File: src/rtl/ahb_master_requester_if.sv
// Bundle between the AHB master requester, its local client and the bus/arbiter.
// The master modport is the requester's own view of the bundle.
interface ahb_master_requester_if #(
  parameter int ADDR_WIDTH = 32,
  parameter int DATA_WIDTH = 32
);
  logic                  cmd_valid;
  logic                  cmd_ready;
  logic [ADDR_WIDTH-1:0] cmd_addr;
  logic                  cmd_write;
  logic [2:0]            cmd_burst;
  logic [4:0]            cmd_len;
  logic                  hreq;
  logic                  hgrant;
  logic                  hwait;
  logic [ADDR_WIDTH-1:0] haddr;
  logic [1:0]            htrans;
  logic                  hwrite;
  logic [2:0]            hburst;
  logic [2:0]            hsize;
  logic [DATA_WIDTH-1:0] hwdata;
  logic [DATA_WIDTH-1:0] hrdata;
  logic [DATA_WIDTH-1:0] wdata_in;
  logic                  wdata_pop;
  logic [DATA_WIDTH-1:0] rdata_out;
  logic                  rdata_valid;
  logic                  done;

  modport master (
    input  cmd_valid, cmd_addr, cmd_write, cmd_burst, cmd_len,
    input  hgrant, hwait, hrdata, wdata_in,
    output cmd_ready, hreq, haddr, htrans, hwrite, hburst, hsize, hwdata,
    output wdata_pop, rdata_out, rdata_valid, done
  );

  modport slave (
    output cmd_valid, cmd_addr, cmd_write, cmd_burst, cmd_len,
    output hgrant, hwait, hrdata, wdata_in,
    input  cmd_ready, hreq, haddr, htrans, hwrite, hburst, hsize, hwdata,
    input  wdata_pop, rdata_out, rdata_valid, done
  );
endinterface

File: src/rtl/ahb_master_requester.sv
// AHB master request/transfer engine: takes one burst command, requests the bus,
// issues pipelined NONSEQ/SEQ address phases and tracks the trailing data phase.
module ahb_master_requester #(
  parameter int ADDR_WIDTH = 32,
  parameter int DATA_WIDTH = 32
) (
  input logic                   hclk_i,
  input logic                   hreset_i,
  ahb_master_requester_if.master bus
);
  // state | meaning
  // IDLE  | waiting for a command, cmd_ready high
  // REQ   | hreq raised, waiting for grant
  // BURST | presenting address phases, counting accepted beats
  // TAIL  | last address accepted, waiting for final data phase
  typedef enum logic [1:0] {S_IDLE, S_REQ, S_BURST, S_TAIL} state_t;

  localparam logic [1:0] TRANS_IDLE   = 2'b00;
  localparam logic [1:0] TRANS_NONSEQ = 2'b10;
  localparam logic [1:0] TRANS_SEQ    = 2'b11;

  state_t                state_q, state_d;
  logic [ADDR_WIDTH-1:0] addr_q, addr_d;
  logic                  write_q, write_d;
  logic [2:0]            burst_q, burst_d;
  logic [4:0]            remain_q, remain_d;
  logic                  first_q, first_d;
  logic                  dphase_q, dphase_d;
  logic                  dphase_write_q, dphase_write_d;
  logic                  done_q, done_d;
  logic                  accept;
  logic                  dphase_done;
  logic                  hreq_c;
  logic [1:0]            htrans_c;
  logic [ADDR_WIDTH-1:0] wrap_mask;
  logic [ADDR_WIDTH-1:0] addr_inc;
  logic [ADDR_WIDTH-1:0] addr_next;

  function automatic logic [4:0] beats_of(input logic [2:0] burst, input logic [4:0] len);
    case (burst)
      3'd0:          beats_of = 5'd1;
      3'd1:          beats_of = (len == 5'd0) ? 5'd1 : ((len > 5'd16) ? 5'd16 : len);
      3'd2, 3'd3:    beats_of = 5'd4;
      3'd4, 3'd5:    beats_of = 5'd8;
      default:       beats_of = 5'd16;
    endcase
  endfunction

  always_comb begin
    wrap_mask = '0;
    case (burst_q)
      3'd2:    wrap_mask = ADDR_WIDTH'(32'h0F);
      3'd4:    wrap_mask = ADDR_WIDTH'(32'h1F);
      3'd6:    wrap_mask = ADDR_WIDTH'(32'h3F);
      default: wrap_mask = '0;
    endcase
  end

  assign addr_inc  = addr_q + ADDR_WIDTH'(4);
  // WRAP bursts keep the upper address bits and roll only inside the wrap window.
  assign addr_next = (wrap_mask != '0) ? ((addr_q & ~wrap_mask) | (addr_inc & wrap_mask))
                                       : addr_inc;

  assign accept      = (state_q == S_BURST) & bus.hgrant & ~bus.hwait;
  assign dphase_done = dphase_q & ~bus.hwait;

  always_comb begin
    state_d   = state_q;
    addr_d    = addr_q;
    write_d   = write_q;
    burst_d   = burst_q;
    remain_d  = remain_q;
    first_d   = first_q;
    hreq_c    = 1'b0;
    htrans_c  = TRANS_IDLE;
    case (state_q)
      S_IDLE: begin
        if (bus.cmd_valid) begin
          addr_d   = bus.cmd_addr;
          write_d  = bus.cmd_write;
          burst_d  = bus.cmd_burst;
          remain_d = beats_of(bus.cmd_burst, bus.cmd_len);
          first_d  = 1'b1;
          state_d  = S_REQ;
        end
      end
      S_REQ: begin
        hreq_c = 1'b1;
        if (bus.hgrant) state_d = S_BURST;
      end
      S_BURST: begin
        hreq_c   = 1'b1;
        htrans_c = first_q ? TRANS_NONSEQ : TRANS_SEQ;
        if (accept) begin
          first_d  = 1'b0;
          remain_d = remain_q - 5'd1;
          if (remain_q == 5'd1) state_d = S_TAIL;
          else                  addr_d  = addr_next;
        end
      end
      S_TAIL: begin
        if (dphase_done) state_d = S_IDLE;
      end
      default: state_d = S_IDLE;
    endcase
  end

  always_comb begin
    dphase_d       = dphase_q;
    dphase_write_d = dphase_write_q;
    if (accept) begin
      dphase_d       = 1'b1;
      dphase_write_d = write_q;
    end else if (!bus.hwait) begin
      dphase_d       = 1'b0;
    end
    done_d = (state_q == S_TAIL) & dphase_done;
  end

  always_ff @(posedge hclk_i or posedge hreset_i) begin
    if (hreset_i) begin
      state_q        <= S_IDLE;
      addr_q         <= '0;
      write_q        <= 1'b0;
      burst_q        <= 3'd0;
      remain_q       <= 5'd0;
      first_q        <= 1'b0;
      dphase_q       <= 1'b0;
      dphase_write_q <= 1'b0;
      done_q         <= 1'b0;
    end else begin
      state_q        <= state_d;
      addr_q         <= addr_d;
      write_q        <= write_d;
      burst_q        <= burst_d;
      remain_q       <= remain_d;
      first_q        <= first_d;
      dphase_q       <= dphase_d;
      dphase_write_q <= dphase_write_d;
      done_q         <= done_d;
    end
  end

  assign bus.cmd_ready   = (state_q == S_IDLE);
  assign bus.hreq        = hreq_c;
  assign bus.htrans      = htrans_c;
  assign bus.haddr       = addr_q;
  assign bus.hwrite      = write_q;
  assign bus.hburst      = burst_q;
  assign bus.hsize       = 3'b010;
  assign bus.hwdata      = (dphase_q & dphase_write_q) ? bus.wdata_in : '0;
  assign bus.wdata_pop   = dphase_done & dphase_write_q;
  assign bus.rdata_valid = dphase_done & ~dphase_write_q;
  assign bus.rdata_out   = bus.hrdata;
  assign bus.done        = done_q;
endmodule

File: src/flat_wrapper.sv
// flat-port wrapper written by rule: the top's interface ports become plain ports
module ahb_master_requester_flat 
#(
  parameter int ADDR_WIDTH = 32,
  parameter int DATA_WIDTH = 32
)
  (hclk_i, hreset_i, bus_cmd_valid, bus_cmd_addr, bus_cmd_write, bus_cmd_burst, bus_cmd_len, bus_hgrant, bus_hwait, bus_hrdata, bus_wdata_in, bus_cmd_ready, bus_hreq, bus_haddr, bus_htrans, bus_hwrite, bus_hburst, bus_hsize, bus_hwdata, bus_wdata_pop, bus_rdata_out, bus_rdata_valid, bus_done);
  ahb_master_requester_if #(.ADDR_WIDTH(ADDR_WIDTH), .DATA_WIDTH(DATA_WIDTH)) bus_i ();
  input logic hclk_i;
  input logic hreset_i;
  input wire logic [$bits(bus_i.cmd_valid)-1:0] bus_cmd_valid;
  input wire logic [$bits(bus_i.cmd_addr)-1:0] bus_cmd_addr;
  input wire logic [$bits(bus_i.cmd_write)-1:0] bus_cmd_write;
  input wire logic [$bits(bus_i.cmd_burst)-1:0] bus_cmd_burst;
  input wire logic [$bits(bus_i.cmd_len)-1:0] bus_cmd_len;
  input wire logic [$bits(bus_i.hgrant)-1:0] bus_hgrant;
  input wire logic [$bits(bus_i.hwait)-1:0] bus_hwait;
  input wire logic [$bits(bus_i.hrdata)-1:0] bus_hrdata;
  input wire logic [$bits(bus_i.wdata_in)-1:0] bus_wdata_in;
  output wire logic [$bits(bus_i.cmd_ready)-1:0] bus_cmd_ready;
  output wire logic [$bits(bus_i.hreq)-1:0] bus_hreq;
  output wire logic [$bits(bus_i.haddr)-1:0] bus_haddr;
  output wire logic [$bits(bus_i.htrans)-1:0] bus_htrans;
  output wire logic [$bits(bus_i.hwrite)-1:0] bus_hwrite;
  output wire logic [$bits(bus_i.hburst)-1:0] bus_hburst;
  output wire logic [$bits(bus_i.hsize)-1:0] bus_hsize;
  output wire logic [$bits(bus_i.hwdata)-1:0] bus_hwdata;
  output wire logic [$bits(bus_i.wdata_pop)-1:0] bus_wdata_pop;
  output wire logic [$bits(bus_i.rdata_out)-1:0] bus_rdata_out;
  output wire logic [$bits(bus_i.rdata_valid)-1:0] bus_rdata_valid;
  output wire logic [$bits(bus_i.done)-1:0] bus_done;
  assign bus_i.cmd_valid = bus_cmd_valid;
  assign bus_i.cmd_addr = bus_cmd_addr;
  assign bus_i.cmd_write = bus_cmd_write;
  assign bus_i.cmd_burst = bus_cmd_burst;
  assign bus_i.cmd_len = bus_cmd_len;
  assign bus_i.hgrant = bus_hgrant;
  assign bus_i.hwait = bus_hwait;
  assign bus_i.hrdata = bus_hrdata;
  assign bus_i.wdata_in = bus_wdata_in;
  assign bus_cmd_ready = bus_i.cmd_ready;
  assign bus_hreq = bus_i.hreq;
  assign bus_haddr = bus_i.haddr;
  assign bus_htrans = bus_i.htrans;
  assign bus_hwrite = bus_i.hwrite;
  assign bus_hburst = bus_i.hburst;
  assign bus_hsize = bus_i.hsize;
  assign bus_hwdata = bus_i.hwdata;
  assign bus_wdata_pop = bus_i.wdata_pop;
  assign bus_rdata_out = bus_i.rdata_out;
  assign bus_rdata_valid = bus_i.rdata_valid;
  assign bus_done = bus_i.done;
  ahb_master_requester #(.ADDR_WIDTH(ADDR_WIDTH), .DATA_WIDTH(DATA_WIDTH)) u_core (.hclk_i(hclk_i), .hreset_i(hreset_i), .bus(bus_i));
endmodule
File: config.mk
export PLATFORM = sky130hd
export DESIGN_NAME = ahb_master_requester_flat
export DESIGN_NICKNAME = d
export VERILOG_FILES = /design/src/rtl/ahb_master_requester_if.sv /design/src/rtl/ahb_master_requester.sv /design/src/flat_wrapper.sv
export SDC_FILE = /design/constraint.sdc
export NUM_CORES = 1
export LEC_CHECK = 0
export CORE_MARGIN = 1.5
export CORE_UTILIZATION = 34
export DETAILED_ROUTE_END_ITERATION = 8
export PLACE_DENSITY = 0.78
export RECOVER_POWER = 100
export SLEW_MARGIN = 30
export SYNTH_ARGS = -nofsm -noshare
export SYNTH_HDL_FRONTEND = slang
export SYNTH_SLANG_ARGS = --single-unit
File: constraint.sdc
create_clock -name hclk_i -period 2.1 [get_ports hclk_i]
set_clock_uncertainty 0.15 [all_clocks]
set_input_delay 0.315 -clock hclk_i [delete_from_list [all_inputs] [get_ports hclk_i]]
set_output_delay 0.315 -clock hclk_i [all_outputs]
set_load 0.1 [all_outputs]
==> flow_metrics.env <==
export IMPL_status="finished with violations"
export IMPL_violations="negative setup slack"
export IMPL_antenna_found_initial=0
export IMPL_synth_top_cell_area_share_pct=33.4
export IMPL_async_flop_share_pct=100
export IMPL_routed_wl_um=11500
export IMPL_hp_class="flip-flop to flip-flop"
export IMPL_synth_simple_gate_area_share_pct=28.5
export IMPL_worstPathMaxFanout=7
export IMPL_antennaDiodeCount=0
export IMPL_cts_made_buffers=5
export IMPL_stdcell_area_um2=5930
export IMPL_synth_edf_count=0
export IMPL_grt_max_degree=48
export IMPL_remaining_drc_errors=0
export IMPL_grt_pass1_wl_um=18600
export IMPL_syn_area_um2=3520
export IMPL_drive_gt1_share_pct=36.5
export IMPL_powerDensity_nw_per_um2=1740
export IMPL_setup_violations_final=1
export IMPL_yosys_top_cells_area="dfrtp_1 (33%), buf_4 (7.7%), and3_1 (6.4%)"
export IMPL_yosysUniqueCellTypes=57
export IMPL_cts_root_buf="clkbuf_8"
export IMPL_cp_required_ps=2200
export IMPL_hpwl_um=8920
export IMPL_synth_top_family_by_area="simple AND/OR/NAND/NOR gates"
export IMPL_ys_warnings_count=0
export IMPL_gp_congestion=0.893
export IMPL_cts_sinks=47
export IMPL_power_leakage_nw=2.49
export IMPL_ant_nets=0
export IMPL_detailedPlace_worstSlack_ps=-306
export IMPL_clk_pin_slew_ps=100
export IMPL_grt_use_total_pct=20.8
export IMPL_initial_core_util_pct=35.5
export IMPL_core_area_um2=9910
export IMPL_crit_path_cell_trace="buf_6, ha_4, buf_4, a211oi_4, nand2_2, or4b_1, nand3_1"
export IMPL_syn_inst=422
export IMPL_synth_xor_area_share_pct=0.249
export IMPL_final_core_util_pct=59.8
export IMPL_slew_headroom_pct=18.1
export IMPL_grt_pass1_vias=3686
export IMPL_syn2layout_area_growth_pct=68.6
export IMPL_crit_slowest_cell="or4b_1"
export IMPL_setup_ws_ps=-7.17
export IMPL_critPathArrivalTime_ps=2210
export IMPL_rsz0062_at_grt="yes"
export IMPL_htree_levels=2
export IMPL_syn_area_per_cell_um2=8.33
export IMPL_cts_hold_buf=0
export IMPL_synthAdderAreaFrac_pct=2.49
export IMPL_slew_viol_final=0
export IMPL_wire_per_inst_um=16.3
export IMPL_postPlaceCellArea_um2=5700
export IMPL_post_route_period_util_pct=100
export IMPL_num_vias=3778
export IMPL_max_freq_ghz=0.475
export IMPL_end_kind="flip-flop"
export IMPL_layout_commonest_cell="clkdlybuf4s50_1"
export IMPL_maxCapViolCount=0
export IMPL_crit_type="flip-flop to flip-flop"
export IMPL_num_rows=36
export IMPL_clockBufferDepth=2
export IMPL_seq_area_frac_synth_pct=33.4
export IMPL_initialDrtViolationCount=272
export IMPL_cp_slowest_stage_delay_ps=500
export IMPL_avgViaCountPerCell=5.36
export IMPL_ios=220
export IMPL_cp_num_buf_inv=2
export IMPL_drt_first_pass_iters=4
export IMPL_worstSetupStartpointType="flip-flop"
export IMPL_die_w_um=105
export IMPL_final_nets=688
export IMPL_clock_latency_ps=310
export IMPL_grt_ovfl_total=0
export IMPL_die_height_um=105
export IMPL_post_route_min_period_ps=2110
export IMPL_cts_tree="yes"
export IMPL_io_buffers=152
export IMPL_synth_compound_area_share_pct=18.9
export IMPL_synthFlopType="dfrtp_1"
export IMPL_setup_tns_ps=-7.17
export IMPL_synth_area_mux_share_pct=4.02
export IMPL_die_area_um2=11000
export IMPL_synth_largest_area_cell="dfrtp_1"
export IMPL_ys_seq_elements=47
export IMPL_max_vdd_ir_drop_uv=1350
export IMPL_p_total_w=0.0103
export IMPL_hold_viol_final=0
export IMPL_final_cell_mix="clkdlybuf4s50_1 (76), buf_4 (70), buf_12 (45), nand2_1 (38), and3_1 (36)"
export IMPL_critPathTopFamily="simple AND/OR/NAND/NOR gates"
export IMPL_tightestPinTransition_ps=1230
==> synth_stat cells (all sizes together), types with 9 or more instances <==
| cell type | count |
|---|---|
| a21oi | 20 |
| and3 | 36 |
| nand3 | 29 |
| dfrtp | 47 |
| inv | 19 |
| o21ai | 32 |
| nor3 | 11 |
| nor2 | 25 |
| o311ai | 10 |
| mux2 | 9 |
| nand2 | 41 |
| clkbuf | 17 |
| buf | 39 |
==> registers in the layout, indices dropped and copies added (netlist names), 2 cells and up, named ones only <==
register	count
u_core.state_q	2
u_core.bus.hburst	3
u_core.remain_q	5
u_core.bus.haddr	30
==> final cells by class <==
class | count | area [um^2]
clock buffers | 6 | 82.6
clock inverters | 2 | 16.3
fillers | 850 | 3980
inverters | 19 | 71.3
multi-input cells | 301 | 2100
flip-flops and latches | 47 | 1250
well taps | 133 | 166
repair buffers | 197 | 2250
==> where the power goes <==
| group | switching [W] | internal [W] | total, W |
|---|---|---|---|
| Sequential | 0.000787 | 0.00147 | 0.00225 |
| Clock | 0.000334 | 0.000270 | 0.000604 |
| Combinational | 0.00502 | 0.00246 | 0.00748 |
| Total | 0.00614 | 0.00420 | 0.0103 |
==> logic make-up (layout without fill, tap and decap cells) <==
logic type                 Yosys count  in the layout
DFF                                 47             47
adders and majority gates            7              7
and+or+nand+nor                    176            176
other                                2              3
AOI/OAI and AO/OA                  101            101
buffers and inverters               75            224
xor gates and xnor gates             1              1
muxes                               13             13
==> layer usage <==
metal | up-vias | wire length [um] | track usage [%]
li1 | 1797 | - | -
met1 | 1802 | 4740 | 26.2
met2 | 156 | 5790 | 36.5
met3 | 23 | 752 | 3.81
met4 | 0 | 184 | 5.48
met5 | - | 0 | 0
==> timing repair <==
action                     in CTS  in global routing
buffers inserted                4                  2
resized for setup               4                 23
cloned                          0                  0
hold endpoints to repair        0                  0
setup endpoints to repair      55                 39
pin swaps                       2                  4
==> worst paths after layout <==
| path | endpoint | slack, ps | cells past startpoint | startpoint |
|---|---|---|---|---|
| setup / recovery | u_core.bus.haddr[24] | -7 | 7 | u_core.state_q[1] |
| hold / removal | u_core.bus.haddr[0] | 360 | 1 | u_core.bus.haddr[0] |
| hold reg to reg | u_core.bus.haddr[0] | 360 | 1 | u_core.bus.haddr[0] |
| max in group asynchronous | u_core.bus.haddr[9] | 190 | 3 | hreset_i |
| setup reg to reg | u_core.bus.haddr[24] | -7 | 7 | u_core.state_q[1] |
| min in group asynchronous | u_core.bus.haddr[21] | 700 | 3 | hreset_i |
==> through the flow <==
stage	cells	hold WS, ps
3_5_place_dp	691	351
5_1_grt	705	381
3_3_place_gp	691	347
6_report	705	363
2_1_floorplan	423	275
4_1_cts	703	226
No activity file was read; power rests on OpenSTA's default activity.
